--- config.mk ---
export PLATFORM = sky130hd
export DESIGN_NAME = iob_sync_debounce
export DESIGN_NICKNAME = d
export VERILOG_FILES = /design/src/rtl/iob_sync_debounce_pkg.sv /design/src/rtl/iob_sync_debounce_ch.sv /design/src/rtl/iob_sync_debounce.sv
export SDC_FILE = /design/constraint.sdc
export NUM_CORES = 1
export LEC_CHECK = 0
export CORE_AREA = 2 2 39 41
export CTS_BUF_LIST = sky130_fd_sc_hd__clkbuf_8 sky130_fd_sc_hd__clkbuf_16
export DETAILED_ROUTE_END_ITERATION = 8
export DIE_AREA = 0 0 41 43
export PLACE_DENSITY = 0.45
export SLEW_MARGIN = 20
export SYNTH_ARGS = -nofsm -noshare
export SYNTH_HDL_FRONTEND = slang
export SYNTH_SLANG_ARGS = --single-unit
--- constraint.sdc ---
create_clock -name clk -period 2.62 [get_ports clk]
set_clock_uncertainty 0.15 [all_clocks]
set_input_delay 0.393 -clock clk [delete_from_list [all_inputs] [get_ports clk]]
set_output_delay 0.393 -clock clk [all_outputs]
set_load 0.01 [all_outputs]
--- src/rtl/iob_sync_debounce_pkg.sv ---
// iob_sync_debounce_pkg: shared constants and helpers for the input conditioner.
// Provides the counter-width function and the minimum legal parameter values
// used by the per-channel elaboration checks.
package iob_sync_debounce_pkg;

   // Smallest synchroniser depth that still gives metastability protection.
   localparam int IOB_SD_MIN_STAGES     = 2;
   // Smallest stability count: one cycle means "accept on first sight".
   localparam int IOB_SD_MIN_STABLE_CNT = 1;

   // Ceiling log2; returns 0 for values <= 1.
   function automatic int clog2(input int value);
      int result;
      int v;
      result = 0;
      v      = value - 1;
      while (v > 0) begin
         result = result + 1;
         v      = v >> 1;
      end
      return result;
   endfunction

endpackage

--- src/rtl/iob_sync_debounce_ch.sv ---
// iob_sync_debounce_ch: one channel of the input conditioner.
// Latency: STAGES+STABLE_CNT enabled edges (STAGES+1 without the filter).
// Backpressure: none; cke=0 freezes the channel and clears its pulses.
//
// Ports: clk, rst (async active-high), cke (clock enable), signal_in (async
// level), signal_out (filtered level), rise_o/fall_o (one-cycle edge pulses).
// The stability filter is built only when IOB_SYNC_DEBOUNCE_FILTER_EN is
// defined; otherwise the output follows the synchroniser directly.
module iob_sync_debounce_ch
   import iob_sync_debounce_pkg::*;
#(
   parameter int   STAGES     = 2,
   parameter int   STABLE_CNT = 4,
   parameter logic RST_VAL    = 1'b0
) (
   input  logic clk,
   input  logic rst,
   input  logic cke,
   input  logic signal_in,
   output logic signal_out,
   output logic rise_o,
   output logic fall_o
);

   if (STAGES < IOB_SD_MIN_STAGES) begin : g_bad_stages
      $error("iob_sync_debounce_ch: STAGES must be >= %0d", IOB_SD_MIN_STAGES);
   end
   if (STABLE_CNT < IOB_SD_MIN_STABLE_CNT) begin : g_bad_cnt
      $error("iob_sync_debounce_ch: STABLE_CNT must be >= %0d", IOB_SD_MIN_STABLE_CNT);
   end

   logic [STAGES-1:0] sync_q;
   logic [STAGES-1:0] sync_d;
   logic              out_q;
   logic              out_d;
   logic              rise_q;
   logic              fall_q;
   logic              s;
   logic              update;

   // Last synchroniser stage is the first value safe to use in this domain.
   assign s      = sync_q[STAGES-1];
   assign sync_d = {sync_q[STAGES-2:0], signal_in};

`ifdef IOB_SYNC_DEBOUNCE_FILTER_EN
   localparam int               CNT_W    = clog2(STABLE_CNT + 1);
   localparam logic [CNT_W-1:0] CNT_LAST = CNT_W'(STABLE_CNT - 1);

   logic [CNT_W-1:0] cnt_q;
   logic [CNT_W-1:0] cnt_d;

   // Count consecutive cycles that s disagrees with the output; any
   // agreement restarts the count, so short glitches never reach the output.
   always_comb begin
      cnt_d  = cnt_q;
      update = 1'b0;
      if (s == out_q) begin
         cnt_d = '0;
      end else if (cnt_q == CNT_LAST) begin
         update = 1'b1;
         cnt_d  = '0;
      end else begin
         cnt_d = cnt_q + 1'b1;
      end
   end

   always_ff @(posedge clk or posedge rst) begin
      if (rst) begin
         cnt_q <= '0;
      end else if (cke) begin
         cnt_q <= cnt_d;
      end
   end
`else
   // Unfiltered: every change of the synchronised value is taken at once.
   assign update = (s != out_q);
`endif

   assign out_d = update ? s : out_q;

   always_ff @(posedge clk or posedge rst) begin
      if (rst) begin
         sync_q <= {STAGES{RST_VAL}};
         out_q  <= RST_VAL;
         rise_q <= 1'b0;
         fall_q <= 1'b0;
      end else begin
         // Pulses are rewritten every edge so a disabled edge clears them.
         rise_q <= cke & update & s;
         fall_q <= cke & update & ~s;
         if (cke) begin
            sync_q <= sync_d;
            out_q  <= out_d;
         end
      end
   end

   assign signal_out = out_q;
   assign rise_o     = rise_q;
   assign fall_o     = fall_q;

endmodule

--- src/rtl/iob_sync_debounce.sv ---
// iob_sync_debounce: WIDTH-channel synchroniser + debouncer with edge pulses.
// Latency: STAGES+STABLE_CNT enabled edges (STAGES+1 without the filter).
// Backpressure: none; cke=0 freezes all channels and clears their pulses.
//
// Ports: clk, rst (async active-high), cke, signal_in[WIDTH] (async levels),
// signal_out[WIDTH], rise_o[WIDTH], fall_o[WIDTH], changed_o (any pulse).
// Build option: define IOB_SYNC_DEBOUNCE_FILTER_EN to enable the filter.
module iob_sync_debounce
   import iob_sync_debounce_pkg::*;
#(
   parameter int               WIDTH      = 1,
   parameter int               STAGES     = 2,
   parameter logic [WIDTH-1:0] RST_VAL    = '0,
   parameter int               STABLE_CNT = 4
) (
   input  logic             clk,
   input  logic             rst,
   input  logic             cke,
   input  logic [WIDTH-1:0] signal_in,
   output logic [WIDTH-1:0] signal_out,
   output logic [WIDTH-1:0] rise_o,
   output logic [WIDTH-1:0] fall_o,
   output logic             changed_o
);

   for (genvar g = 0; g < WIDTH; g++) begin : g_ch
      iob_sync_debounce_ch #(
         .STAGES     (STAGES),
         .STABLE_CNT (STABLE_CNT),
         .RST_VAL    (RST_VAL[g])
      ) u_ch (
         .clk        (clk),
         .rst        (rst),
         .cke        (cke),
         .signal_in  (signal_in[g]),
         .signal_out (signal_out[g]),
         .rise_o     (rise_o[g]),
         .fall_o     (fall_o[g])
      );
   end

   // Derived from registered pulses, so it is glitch-free within the cycle.
   assign changed_o = |(rise_o | fall_o);

endmodule

Word level (Yosys, flattened, before mapping)
Cells that the tools add are included.
{ "totals": {"latchBits": 0, "n_memories": 0, "romBits": 0, "out_inout_bits": 4, "in_bits": 4, "ram_bits": 0, "reg_bits": 5, "word_cells": 11} }
{ "op_classes": {"shifts": 0, "div": 0, "muxes": 0, "eq_ne": 1, "reduce_logical": 1, "n_addsub": 0, "n_bitwise": 5, "n_mul": 0, "magnitude_cmp": 0} }
{ "ops": {"columns": ["op", "n"], "rows": [
  ["bitwise AND 1 bit", 3],
  ["AND reduction 2 bit", 1],
  ["inequality test 1 bit", 1],
  ["inverter 1 bit", 1],
  ["OR 1 bit", 1]
]} }

Longest topological paths before layout
Gate-level depths: netlist of run 1.
{ "depth": {"ltp_word": 3, "ltp_mapped": 1, "ltp_nobuf": 1} }

Modules after synthesis
Synthesis of run 1 repeated with hierarchy kept, for this count alone.
{ "unflattened": {"cells_unflattened": 12, "area_unflattened_um2": 188.9} }
{ "modules_own_cells": {"columns": ["module", "cells_per_inst", "seq_area_each_um2", "area_per_inst_um2", "instances"], "rows": [
  ["iob_sync_debounce_ch", 11, 125.1, 182.7, 1],
  ["iob_sync_debounce", 1, 0.0, 6.3, 1]
]} }

Worst setup path after synthesis of run 1
OpenSTA, ideal clock, no wires.
{ "synth_path": {"kind": "register to output", "startpoint": "register g_ch[0].u_ch.fall_q", "endpoint": "output changed_o", "path_buffers": 0, "path_slack_ns": 1.363, "arrival_time_ns": 0.714, "required_ns": 2.077, "stages_incl_launch_ff": 2, "path_cell_list": "dfrtp_1 or2_2"} }
{ "synth_between": {"elab_chain_len": 1} }
{ "synth_rtl": {"columns": ["element", "line_no", "rtl"], "rows": [
  ["start: declaration", "iob_sync_debounce_ch.sv:37", "logic fall_q;"],
  ["start signal: assignment", "iob_sync_debounce_ch.sv:90", "fall_q <= cke & update & ~s;"],
  ["OR 1 bit", "iob_sync_debounce.sv:43", "assign changed_o = |(rise_o | fall_o);"],
  ["end: declaration", "iob_sync_debounce.sv:23", "output logic changed_o"]
]} }
No other way between the ends.

Worst setup path in the final report of run 1
Same ends and word-level chain as after synthesis.

==> out/qor.yml, run 1 <==
startpoint_type: "flop"
required_ns: 2.08
antennaDiodeCount: 0
synthArstFlopShare: 1.000
cts_hold_buf: 0
ys_ff_latch: 5
layoutNonFillerInstCount: 39
place_ws_ns: 0.9579
whs_ns: 0.2223
layout_setup_ws_ns: 0.7329
cp-end-kind: "output pin"
cap_violations: 0
cts_resized: 0
die_w_um: 41
yosysMostFrequentCell: "dfrtp_1"
power.density_nw_per_um2: 836.4
status: "finished, final reports clean"
cts_buffers: 3
fp.dieH_um: 43
drv_slew: 0
finalWirelength_um: 277
seq_area_frac_synth: 0.6623
syn_area_um2: 188.9
syn_avg_cell_area_um2: 15.74
max_stage_delay_ns: 0.48
ff2ff_path_depth: 1
hp-class: "in -> async"
relSlewSlack: 0.8767
clock_latency_ns: 0.22
final_util: 0.2342
period_needed_ns: 1.887
tritoncts: "done"
post-dp-hpwl_um: 223.3
antenna_found_initial: 0
yosysWarningCount: 0
ir_drop_mv: 0.3310
rsz0062_at_grt: "false"
placedCellCount: 35
cpMaxStageDelayCell: "clkdlybuf4s50_1"
synth_ff_type: "dfrtp_1"
synth_edf_count: 0
drt-initial-drc-count: 1
timing.final.crit_share: 0.7203
fin_nets: 28
syn_inst: 12
dieArea_um2: 1763
synth_commonest_cells: "dfrtp_1 (5), mux2_2 (3), and3b_2 (2)"
synth.top_cell.area_share: 0.6623
crit_path_max_fanout: 2
vias_per_cell: 3.564
drtPass1Iterations: 2
synth_top_cell_by_area: "dfrtp_1"
cts_root_buf: "clkbuf_8"
gr-total-overflow: 0
drive_gt1_frac: 0.3913
setup_viol: 0
cts_sinks: 5
grt_max_degree: 6
power.total_mw: 0.2710
start_util: 0.1365
gp_congestion: 0.5694
dpl_cell_area_um2: 279.0
clk_pin_slew_ns: 0.03
worst_pin_slew_ns: 0.1848
via_count: 139
place.port_buffers: 7
drc: 0
synth.distinct_cells: 5
leakage_nw: 0.1507
clock.fmax_mhz: 529.9
tns_ns: 0
syn-num-nets: 16
cts_max_level: 1
path_cells: "or2_2 -> clkdlybuf4s50_1"
grtUsageTotal: 0.05051
pin_count: 8
row_count: 14
wl_per_cell_um: 7.103
design_area_um2: 324.1
critical_path_class: "reg -> out"
cp.arrival_ns: 1.34
synth_area_leaders: "dfrtp_1 (66%), mux2_2 (18%), and3b_2 (11%)"
finalHoldViolations: 0
grt_pass1_vias: 123
post-cts-setup-buffers: 0
detail-route-antenna-nets: 0
area.growth.synth_to_final_pct: 71.52
coreArea_um2: 1384
clockBufferDepth: 2
grt_pass1_wl_um: 469
## layer usage
layer	share of wire	routed length [µm]	GRT usage	up-vias
met2	0.37	103	0.04063	10
met4	0	0	0.04000	0
met3	0.21	58	0.07853	0
met5	0	0	0	-
li1	-	-	-	63
met1	0.41	114	0.05246	66
## power breakdown
| part | total (mW) | switching [mW] | internal [mW] |
|---|---|---|---|
| Combinational | 0.0419 | 0.0129 | 0.0290 |
| Clock | 0.135 | 0.0347 | 0.100 |
| Sequential | 0.0943 | 0.00646 | 0.0878 |
## state kept, by name, indices dropped and copies added, names as in the netlist
name / flops
g_ch.u_ch.sync_q: 2
g_ch.u_ch.fall_o: 1
g_ch.u_ch.rise_o: 1
g_ch.u_ch.signal_out: 1
## area by class of cell
cell class                      count  area, µm²
Inverter                            1      3.754
Multi-Input combinational cell      6      60.06
Fill cell                         148       1060
Timing Repair Buffer                7      70.07
Sequential cell                     5      125.1
Clock buffer                        3      41.29
Tap cell                           16      20.02
Clock inverter                      1      3.754
## critical path: cells and delay by family (launching register included)
| kind | cells | cell delay, ns |
|---|---|---|
| AND/OR/NAND/NOR | 1 | 0.29 |
| buffers and inverters | 1 | 0.48 |
| flip-flops | 1 | 0.36 |
## cell families after synthesis
logic type / share of synthesized area
flops: 0.6623
simple gates: 0.1391
mux: 0.1788
buf+inv: 0.01985
## worst paths after layout
kind / startpoint / to / slack, ns
worst max-delay path: g_ch[0].u_ch.fall_o$_DFF_PP0_ / changed_o / 0.73
worst min-delay path: rst / g_ch[0].u_ch.rise_o$_DFF_PP0_ / 0.22
worst max register to register: g_ch[0].u_ch.signal_out$_DFFE_PP0P_ / g_ch[0].u_ch.signal_out$_DFFE_PP0P_ / 1.69
worst min register to register: g_ch[0].u_ch.sync_q[0]$_DFFE_PP0P_ / g_ch[0].u_ch.sync_q[1]$_DFFE_PP0P_ / 0.35
max in group asynchronous: rst / g_ch[0].u_ch.sync_q[1]$_DFFE_PP0P_ / 1.93
min in group clk: g_ch[0].u_ch.sync_q[0]$_DFFE_PP0P_ / g_ch[0].u_ch.sync_q[1]$_DFFE_PP0P_ / 0.35
## cells in the final DEF, fill, tap and decap left out
| cell type | synthesis | layout |
|---|---|---|
| mux2_2 | 3 | 3 |
| or2_2 | 1 | 1 |
| inv_1 | 1 | 2 |
| clkbuf_8 | 0 | 3 |
| clkdlybuf4s50_1 | 0 | 7 |
| and3b_2 | 2 | 2 |
| dfrtp_1 | 5 | 5 |
(Power assumes the default switching activity.)
==> run 2: changes to the inputs <==
==> constraint.sdc (replaced) <==
create_clock -name clk -period 1.9 [get_ports clk]
set_clock_uncertainty 0.15 [all_clocks]
set_input_delay 0.285 -clock clk [delete_from_list [all_inputs] [get_ports clk]]
set_output_delay 0.285 -clock clk [all_outputs]
set_load 0.01 [all_outputs]
==> out/qor.yml, run 2 (synthesized netlist as in run 1, its figures left out) <==
status: "finished, final reports clean"
cts_max_level: 1
n_fill_cell: 145
post-cts-setup-buffers: 0
largest_reg_flops: 2
ff2ff_path_depth: 1
p_seq_frac: 0.342
drt-initial-drc-count: 1
power_frac_clock: 0.505
cp-end-kind: "output pin"
grt_pass1_vias: 130
period_needed_ns: 1.777
cts_resized: 0
pin_count: 8
fp.dieH_um: 43
vias_per_cell: 3.462
row_count: 14
hp-class: "in -> async"
cts_hold_buf: 0
regMostFlops: "g_ch.u_ch.sync_q"
power.density_nw_per_um2: 1166
antennaDiodeCount: 0
place.port_buffers: 7
path_cells: "or2_2 -> clkdlybuf4s50_1"
via_count: 135
power.total_mw: 0.3779
wl_per_cell_um: 8.026
dieArea_um2: 1763
clock_latency_ns: 0.22
required_ns: 1.46
die_w_um: 41
ir_drop_mv: 0.3734
pwr-share-comb: 0.153
grtUsageTotal: 0.05561
r2r_setup_slack_ns: 0.99
timing.final.crit_share: 0.9354
switchingPower_mw: 0.07848
fin_nets: 28
tritoncts: "done"
worst_pin_slew_ns: 0.1902
drive_gt1_frac: 0.3913
detail-route-antenna-nets: 0
cts_root_buf: "clkbuf_8"
gr-total-overflow: 0
grt_max_degree: 6
start_util: 0.1365
crit_path_max_fanout: 2
clk_pin_slew_ns: 0.03
final_common_cell: "clkdlybuf4s50_1"
r2r-end: "g_ch[0].u_ch.sync_q[1]$_DFFE_PP0P_"
clock.fmax_mhz: 562.7
cap_violations: 0
finalHoldViolations: 0
regArea_um2: 125.1
cts_sinks: 5
cts_buffers: 3
final_cell_mix: "clkdlybuf4s50_1 (7), dfrtp_1 (5), mux2_2 (3), clkbuf_8 (3)"
relSlewSlack: 0.8731
grt_pass1_wl_um: 510
area.growth.synth_to_final_pct: 71.52
drv_slew: 0
antenna_found_initial: 0
gp_congestion: 0.5694
setup_viol: 0
finalWirelength_um: 313
coreArea_um2: 1384
drc: 0
cpMaxStageDelayCell: "clkdlybuf4s50_1"
clockBufferDepth: 2
multi_input_area_um2: 60.06
rsz0062_at_grt: "false"
r2r-start: "g_ch[0].u_ch.sync_q[1]$_DFFE_PP0P_"
startpoint_type: "flop"
drtPass1Iterations: 2
cp.arrival_ns: 1.34
swShare: 0.2077
max_stage_delay_ns: 0.48
critical_path_class: "reg -> out"
tns_ns: 0
leakage_nw: 0.1507
intPower_mw: 0.2994
==> run 2: cell counts in the layout (fill, tap and decap cells not counted) <==
No cell type changed its count.
==> run 2: layout make-up <==
type                       count  area share
sequential                     5      0.3861
timing repair buffer           7      0.2162
multi-input combinational      6      0.1853
clock buffer                   3      0.1274
tap                           16     0.06178
clock inverter                 1     0.01158
inverter                       1     0.01158
==> run 2: power by group through the flow <==
stage	Combinational [mW]	Sequential, mW	Clock, mW
floorplan	0.0214	0.133	0
global placement	0.0574	0.130	0
detailed placement	0.0591	0.131	0
CTS	0.0592	0.130	0.197
global route	0.0623	0.131	0.207
finish	0.0580	0.129	0.191
==> run 2: worst max path at each step <==
stage	start	end	slack (ns)	depth (start not counted)
after floorplan	g_ch[0].u_ch.fall_o$_DFF_PP0_	changed_o	0.75	1
after global placement	g_ch[0].u_ch.fall_o$_DFF_PP0_	changed_o	0.36	2
after detailed placement	g_ch[0].u_ch.fall_o$_DFF_PP0_	changed_o	0.35	2
after CTS	g_ch[0].u_ch.fall_o$_DFF_PP0_	changed_o	0.11	2
after global routing	g_ch[0].u_ch.fall_o$_DFF_PP0_	changed_o	0.1	2
final	g_ch[0].u_ch.fall_o$_DFF_PP0_	changed_o	0.12	2
==> run 2: layer usage <==
layer  vias up  routed length (µm)  track usage  share of wire
li1         64                   -            -              -
met1        57                 120      0.04934           0.38
met2        10                 103      0.05000           0.33
met3         4                  66      0.07853           0.21
met4         0                  22      0.06000          0.070
met5         -                   0            0              0
==> run 2: per-stage QoR <==
step	hold WS (ns)	cells	cell area [µm²]	worst slack, ns	utilization
CTS	0.1316	39	324.1	0.1122	0.2342
finish	0.1212	39	324.1	0.1228	0.2342
floorplan	-0.08648	12	188.9	0.7509	-
global route	0.1418	39	324.1	0.09673	0.2342
detailed placement	0.3485	35	279.0	0.3506	0.2016
global placement	0.3339	35	279.0	0.3620	0.2016
==> run 2: worst max-delay path: cells and delay by family, from the launching register on <==
kind | cells | cell delay [ns]
buf+inv | 1 | 0.48
flops | 1 | 0.36
simple gates | 1 | 0.28
==> run 3: changes to the inputs <==
--- a/config.mk
+++ b/config.mk
@@ -9,7 +9,7 @@
 export CTS_BUF_LIST = sky130_fd_sc_hd__clkbuf_8 sky130_fd_sc_hd__clkbuf_16
 export DETAILED_ROUTE_END_ITERATION = 8
 export DIE_AREA = 0 0 41 43
-export PLACE_DENSITY = 0.45
+export PLACE_DENSITY = 0.46
 export SLEW_MARGIN = 20
 export SYNTH_ARGS = -nofsm -noshare
 export SYNTH_HDL_FRONTEND = slang
==> constraint.sdc (replaced) <==
create_clock -name clk -period 1.6 [get_ports clk]
set_clock_uncertainty 0.15 [all_clocks]
set_input_delay 0.24 -clock clk [delete_from_list [all_inputs] [get_ports clk]]
set_output_delay 0.24 -clock clk [all_outputs]
set_load 0.01 [all_outputs]
==> out/qor.yml, run 3 (synthesized netlist as in run 1, its figures left out) <==
critical_path_class: "reg -> out"
finalWirelength_um: 302
row_count: 14
cpMaxStageDelayCell: "clkdlybuf4s50_1"
intPower_mw: 0.3520
drive_gt1_frac: 0.3913
cts_root_buf: "clkbuf_8"
pwr-share-comb: 0.148
rsz0062_at_grt: "false"
max_stage_delay_ns: 0.55
regMostFlops: "g_ch.u_ch.sync_q"
status: "finished, final reports clean"
start_util: 0.1365
pin_count: 8
largest_reg_flops: 2
cp-end-kind: "output pin"
path_delay_family: "buffers and inverters"
timing.final.crit_share: 0.9589
drv_slew: 0
final_util: 0.2333
cp.buffers_inverters: 1
fin_nets: 28
crit_path_max_fanout: 4
grt_max_degree: 6
coreArea_um2: 1384
antenna_found_initial: 0
clock_latency_ns: 0.22
drt-initial-drc-count: 6
clockBufferDepth: 2
cp.arrival_ns: 1.14
grt_pass1_vias: 130
startpoint_type: "flop"
cts_sinks: 5
tritoncts: "done"
grt_pass1_wl_um: 517
place_ws_ns: 0.09478
clk_pin_slew_ns: 0.03
cts_hold_buf: 0
path_cells: "clkdlybuf4s50_1"
period_needed_ns: 1.534
drtPass1Iterations: 2
swShare: 0.2030
die_w_um: 41
finalHoldViolations: 0
power.total_mw: 0.4417
cts_max_level: 1
p_seq_frac: 0.351
leakage_nw: 0.1539
via_count: 133
grtUsageTotal: 0.04954
cap_violations: 0
final_cell_mix: "clkdlybuf4s50_1 (6), dfrtp_1 (5), mux2_2 (3), clkbuf_8 (3)"
switchingPower_mw: 0.08965
power_frac_clock: 0.501
final_common_cell: "clkdlybuf4s50_1"
placedCellCount: 35
detail-route-antenna-nets: 0
dieArea_um2: 1763
tns_ns: 0
clock.fmax_mhz: 651.8
cts_buffers: 3
cp_num_cells: 1
n_fill_cell: 141
layoutNonFillerInstCount: 39
antennaDiodeCount: 0
place.port_buffers: 7
hp-class: "in -> async"
required_ns: 1.21
relSlewSlack: 0.8756
area.growth.synth_to_final_pct: 70.86
vias_per_cell: 3.410
worst_pin_slew_ns: 0.1859
ir_drop_mv: 0.5741
setup_viol: 0
post-cts-setup-buffers: 0
drc: 0
fp.dieH_um: 43
gr-total-overflow: 0
ff2ff_path_depth: 1
wl_per_cell_um: 7.744
power.density_nw_per_um2: 1368
gp_congestion: 0.5687
layout_setup_ws_ns: 0.06582
[run 3: cell count changes in the layout (fill, tap and decap cells not counted), sizes merged]
| cell | previous run | this run |
|---|---|---|
| dlygate4sd2 | 0 | 1 |
| clkdlybuf4s50 | 7 | 6 |
[run 3: what timing repair did]
action / CTS / global route
setup endpoints to repair: 1 / 0
hold endpoints to repair: 0 / 0
resized for setup: 1 / 0
[run 3: metal layers]
metal  track usage  vias to the layer above  wire (µm)  part of all wire
li1              -                       64          -                 -
met1       0.05921                       58        126              0.42
met2       0.04688                       11         96              0.32
met3       0.06806                        0         79              0.26
met4       0.02000                        0          0                 0
met5             0                        -          0                 0
[run 3: layout make-up]
type / count / area, µm² / area share
inverter: 1 / 3.754 / 0.01163
clock inverter: 1 / 3.754 / 0.01163
multi-input combinational: 6 / 60.06 / 0.1860
tap: 16 / 20.02 / 0.06202
sequential: 5 / 125.1 / 0.3876
timing repair buffer: 7 / 68.82 / 0.2132
clock buffer: 3 / 41.29 / 0.1279
[run 3: power by group through the flow]
stage	logic (mW)	clock network, mW	registers (mW)
floorplan	0.0254	0	0.158
global placement	0.0681	0	0.154
detailed placement	0.0695	0	0.157
CTS	0.0665	0.231	0.155
global route	0.0717	0.245	0.157
finish	0.0655	0.221	0.155
[run 3: path summary, 6_finish.rpt]
path	start	endpoint	slack, ns
hold / removal	rst	g_ch[0].u_ch.fall_o$_DFF_PP0_	0.07
setup / recovery	g_ch[0].u_ch.signal_out$_DFFE_PP0P_	signal_out	0.07
hold reg to reg	g_ch[0].u_ch.sync_q[0]$_DFFE_PP0P_	g_ch[0].u_ch.sync_q[1]$_DFFE_PP0P_	0.36
max in group asynchronous	rst	g_ch[0].u_ch.sync_q[0]$_DFFE_PP0P_	1.06
min in group clk	g_ch[0].u_ch.sync_q[0]$_DFFE_PP0P_	g_ch[0].u_ch.sync_q[1]$_DFFE_PP0P_	0.36
setup reg to reg	g_ch[0].u_ch.signal_out$_DFFE_PP0P_	g_ch[0].u_ch.signal_out$_DFFE_PP0P_	0.67
[run 3: stage by stage]
step	hold WS, ns	cell area (µm²)
floorplan	-0.1315	188.9
global placement	0.2995	279.0
detailed placement	0.3002	279.0
CTS	0.07491	322.8
global route	0.09698	322.8
finish	0.07310	322.8
